===== config.mk =====
export PLATFORM = sky130hd
export DESIGN_NAME = keyboard_event_queue
export DESIGN_NICKNAME = d
export VERILOG_FILES = /design/src/rtl/keyboard_event_queue.sv
export SDC_FILE = /design/constraint.sdc
export NUM_CORES = 2
export LEC_CHECK = 0
export ABC_CLOCK_PERIOD_IN_PS = 42300
export CORE_MARGIN = 4
export CORE_UTILIZATION = 40
export CTS_BUF_LIST = sky130_fd_sc_hd__clkbuf_8
export DETAILED_ROUTE_END_ITERATION = 10
export GPL_ROUTABILITY_DRIVEN = 0
export PLACE_DENSITY_LB_ADDON = 0.05
export SYNTH_ARGS = -nofsm -noshare
export SYNTH_HDL_FRONTEND = slang
export SYNTH_SLANG_ARGS = --single-unit
export TNS_END_PERCENT = 20

===== constraint.sdc =====
create_clock -name clock -period 42.3 [get_ports clock]
set_clock_uncertainty 0.1 [all_clocks]
set_input_delay 8.46 -clock clock [delete_from_list [all_inputs] [get_ports clock]]
set_output_delay 8.46 -clock clock [all_outputs]
set_load 0.02 [all_outputs]

===== src/rtl/keyboard_event_queue.sv =====
// keyboard_event_queue: round-robin key scanner with per-key debounce feeding a first-word-fall-through event FIFO
// Ports: clock, reset (async, active-high); key_raw raw key lines; scan_en advances the scan pointer;
//        ev_valid/ev_data/ev_ready event handshake, ev_data = {pressed, key index}; ev_level FIFO occupancy;
//        overflow sticky flag for a deferred event, cleared by clr_ovf.
module keyboard_event_queue #(
   parameter int NUM_KEYS    = 104,
   parameter int IDX_W       = 7,
   parameter int DEB_SAMPLES = 4,
   parameter int FIFO_DEPTH  = 16,
   parameter int ACTIVE_LOW  = 1
) (
   input  logic                          clock,
   input  logic                          reset,
   input  logic [NUM_KEYS-1:0]           key_raw,
   input  logic                          scan_en,
   output logic                          ev_valid,
   output logic [IDX_W:0]                ev_data,
   input  logic                          ev_ready,
   output logic [$clog2(FIFO_DEPTH):0]   ev_level,
   output logic                          overflow,
   input  logic                          clr_ovf
);
   localparam int AW = $clog2(FIFO_DEPTH);
   localparam int LW = AW + 1;
   localparam logic [IDX_W-1:0] LAST = IDX_W'(NUM_KEYS - 1);
   localparam logic [3:0] DEB_MAX = 4'(DEB_SAMPLES - 1);
   localparam logic [LW-1:0] FULL = LW'(FIFO_DEPTH);
   logic [NUM_KEYS-1:0] sync1, sync2, stable;
   logic [3:0] cnt [NUM_KEYS];
   logic [IDX_W-1:0] ptr;
   logic [IDX_W:0] mem [FIFO_DEPTH];
   logic [AW-1:0] rd_ptr, wr_ptr;
   logic sample, differ, accept, push, pop;
   always_comb begin
      sample   = (ACTIVE_LOW != 0) ? ~sync2[ptr] : sync2[ptr];
      differ   = sample != stable[ptr];
      accept   = scan_en & differ & (cnt[ptr] == DEB_MAX);
      ev_valid = ev_level != '0;
      pop      = ev_valid & ev_ready;
      // a full queue can still take the event when the head leaves on the same edge
      push     = accept & ((ev_level != FULL) | pop);
      ev_data  = ev_valid ? mem[rd_ptr] : '0;
   end
   always_ff @(posedge clock or posedge reset)
      if (reset) begin
         sync1    <= '0;
         sync2    <= '0;
         stable   <= '0;
         ptr      <= '0;
         rd_ptr   <= '0;
         wr_ptr   <= '0;
         ev_level <= '0;
         overflow <= 1'b0;
         for (int i = 0; i < NUM_KEYS; i++) cnt[i] <= '0;
      end else begin
         sync1 <= key_raw;
         sync2 <= sync1;
         if (scan_en) begin
            ptr <= (ptr == LAST) ? '0 : ptr + 1'b1;
            if (!differ) cnt[ptr] <= '0;
            else if (cnt[ptr] != DEB_MAX) cnt[ptr] <= cnt[ptr] + 1'b1;
            // a refused push leaves the counter saturated so the key retries on its next visit
            else if (push) begin
               stable[ptr] <= ~stable[ptr];
               cnt[ptr]    <= '0;
            end
         end
         if (push) wr_ptr <= wr_ptr + 1'b1;
         if (pop) rd_ptr <= rd_ptr + 1'b1;
         ev_level <= ev_level + LW'(push) - LW'(pop);
         overflow <= (accept & ~push) | (overflow & ~clr_ovf);
      end
   always_ff @(posedge clock)
      if (push) mem[wr_ptr] <= {sample, ptr};
endmodule


==> impl_metrics.yaml <==
outcome:
  status: "finished clean"
yosys:
  yosys_warnings: 0
  syn-num-nets: 3337
  syn_inst: 3214
  synth.distinct_cells: 83
  yosys.area.top_type_share_pct: 48.4
  synthTopCellsByArea: "dfrtp_1 48%, edfxtp_1 9.9%, mux2_2 5.9%"
  ys_async_sr_fraction_pct: 85.4
  synth_edf_count: 128
  mappedNetlistArea_um2: 38700
  syn_area_per_cell_um2: 12.0
  synth_top_area_cell: "dfrtp_1"
  synthFlopType: "dfrtp_1"
  ys_ff_latch: 877
  ys_seq_area_share_pct: 58.4
drt:
  drt_wl_total_um: 130000
  post-route-drc-count: 0
  first_pass_iters: 5
  num_vias: 27836
  antenna_left: 0
  post_drt_wl_per_cell_um: 27.6
  drt_iter0_markers: 2636
  vias_per_cell: 5.92
sta:
  max_freq_mhz: 82.3
  maxSlewHeadroom_pct: 9.74
  finalHoldViolCount: 0
  tns_ns: 0
  finalCritPeriodShare_pct: 28.7
  rsz0062_at_grt: "false"
  worstMarginPinSlew_ns: 1.32
  period_minus_slack_ns: 12.15
  finalMaxSlewViolations: 0
  setup_violations: 0
worst_setup_path:
  worstSetupEndpointType: "primary output"
  crit_arrival_ns: 3.59
  cp_data_required_time_ns: 33.74
  criticalPathCategory: "register to primary output"
  worstPathMaxFanout: 35
  start_kind: "register"
grt:
  grt_max_degree: 159
  grt_pass1_wl_um: 194000
  grt_util_met2_pct: 40.3
  grt_pass1_vias: 29370
  antenna_found_initial: 2
  use_met3_pct: 4.72
  gr-usage-all-layers_pct: 25.2
  use_met1_pct: 34.0
  grt-ovfl-total: 0
  busiest_layer: "met2"
clock_network:
  holdBufCountCts: 0
  cts_root_buf: "clkbuf_8"
  cts_buffer_depth: 3
  clock-sinks: 877
  clk_pin_slew_ns: 0.06
  cts_resized: 0
  clk_latency_ns: 0.84
  cts_buffers: 155
  postCtsSetupBuffers: 0
  cts_max_level: 4
  cts_tree: "built"
cells_and_area:
  finalCoreUtilization_pct: 46.2
  drive_gt1_share_pct: 18.8
  final_area_um2: 44100
  areaGrowthSynthToFinish_pct: 14.0
  fin_nets: 3439
power:
  p_leak_nw: 18.6
  vdd.ir_drop.worst_mv: 0.172
  finalPower_mw: 3.38
  p_per_area_nw_per_um2: 76.5
floorplan:
  initial_core_util_pct: 40.5
  die_y_um: 319
  dieArea_um2: 102000
  placementRows: 113
  design.core.area_um2: 95400
  die_w_um: 319
  top_level_ports: 124
placement:
  placed_cell_area_um2: 41000
  port_buffers: 123
  detailed_place_hpwl_um: 76300
min_path:
  hp-class: "register to register"
flow_run:
  drv_cap: 0
## power by group
part | switching [mW] | total [mW] | internal, mW | leakage, nW
registers | 0.124 | 1.17 | 1.05 | 10.4
clock network | 0.359 | 0.798 | 0.438 | 1.78
logic | 1.02 | 1.41 | 0.387 | 6.46
## cells in the mapped netlist (10+ instances only)
cell type  instances
o22ai_1          362
dfrtp_1          749
a211oi_2          32
o21ai_0           37
a311oi_1          18
ha_1              13
buf_4             30
o2bb2ai_1         10
inv_1            330
mux2_1            39
a221oi_1          44
buf_1             16
a211oi_1          69
nand2_1          188
clkbuf_1         116
nor2_1           156
mux2_2           202
xnor2_1           11
nand4_1          114
nand2b_1          10
nor3_1            14
a21oi_1           31
o221ai_1          26
nor2b_1           17
mux4_2            60
a22oi_1           56
buf_2             83
edfxtp_1         128
mux2i_1          112
nand3_1           18
buf_6             14
## layout by cell type (no fill, tap or decap), drive strengths merged, types with 26 or more instances in the layout
master / synthesis / final
a211oi: 101 / 101
a21oi: 31 / 31
a221oi: 45 / 45
a22oi: 56 / 56
buf: 143 / 82
clkbuf: 116 / 195
clkdlybuf4s50: 0 / 122
clkinv: 0 / 28
dfrtp: 749 / 749
edfxtp: 128 / 128
inv: 333 / 377
mux2: 241 / 241
mux2i: 112 / 112
mux4: 60 / 60
nand2: 189 / 189
nand4: 114 / 114
nor2: 156 / 156
o21ai: 37 / 37
o221ai: 26 / 26
o22ai: 362 / 362
## per-layer routing
metal	routed length (um)	share of wire [%]
met1	55500	43
met2	60300	46
met3	8810	6.8
met4	5260	4.0
met5	0	0
## critical path: stages, from the launching register on
cell	delay [ns]
dfrtp_2	0.34
buf_4	0.56
mux4_2	0.63
mux4_2	0.49
nor2b_1	0.15
clkdlybuf4s50_1	0.59
## path summary, 6_finish.rpt
check / start / to / slack (ns) / cells after the start
max: rd_ptr[0]$_DFFE_PP0P_ / ev_data[6] / 30.15 / 5
min: sync1[2]$_DFF_PP0_ / sync2[2]$_DFF_PP0_ / 0.23 / 0
min reg2reg: sync1[2]$_DFF_PP0_ / sync2[2]$_DFF_PP0_ / 0.23 / 0
min in group asynchronous: reset / sync1[48]$_DFF_PP0_ / 8.09 / 2
max in group asynchronous: reset / sync1[22]$_DFF_PP0_ / 30.88 / 5
max reg2reg: ptr[1]$_DFFE_PP0P_ / ev_level[4]$_DFF_PP0_ / 35.03 / 21
## stage by stage
stage	cells	hold slack (ns)	worst slack, ns
2_1_floorplan	3214	0.231	12.72
3_3_place_gp	4424	0.234	29.99
3_5_place_dp	4424	0.235	29.82
4_1_cts	4699	0.236	30.00
5_1_grt	4701	0.247	29.90
6_report	4701	0.227	30.15
## cell type report
type,instances,area (um2)
well taps,1265,1580
clock inverters,80,465
flip-flops and latches,877,22600
repair buffers,204,1870
fillers,8789,51300
multi-input cells,1745,13600
diodes,2,5.00
inverters,333,1260
clock buffers,195,2680
## state kept, by name, indices dropped and copies added (netlist names)
| signal | flops |
|---|---|
| cnt | 416 |
| ev_level | 5 |
| mem | 128 |
| overflow | 1 |
| ptr | 7 |
| rd_ptr | 4 |
| stable | 104 |
| sync1 | 104 |
| sync2 | 104 |
| wr_ptr | 4 |
## cells by family (layout without fill, tap and decap cells)
logic type | after synthesis | count (layout) | synth area share [%]
other cells | 0 | 2 | 0
flops | 877 | 877 | 58.4
fa+ha+maj | 14 | 14 | 0.472
compound gates | 742 | 742 | 13.8
mux | 413 | 413 | 13.4
simple gates | 561 | 561 | 7.04
xor+xnor | 15 | 15 | 0.388
buf+inv | 592 | 812 | 6.57
Note: power is estimated with default switching activity, not from simulation.
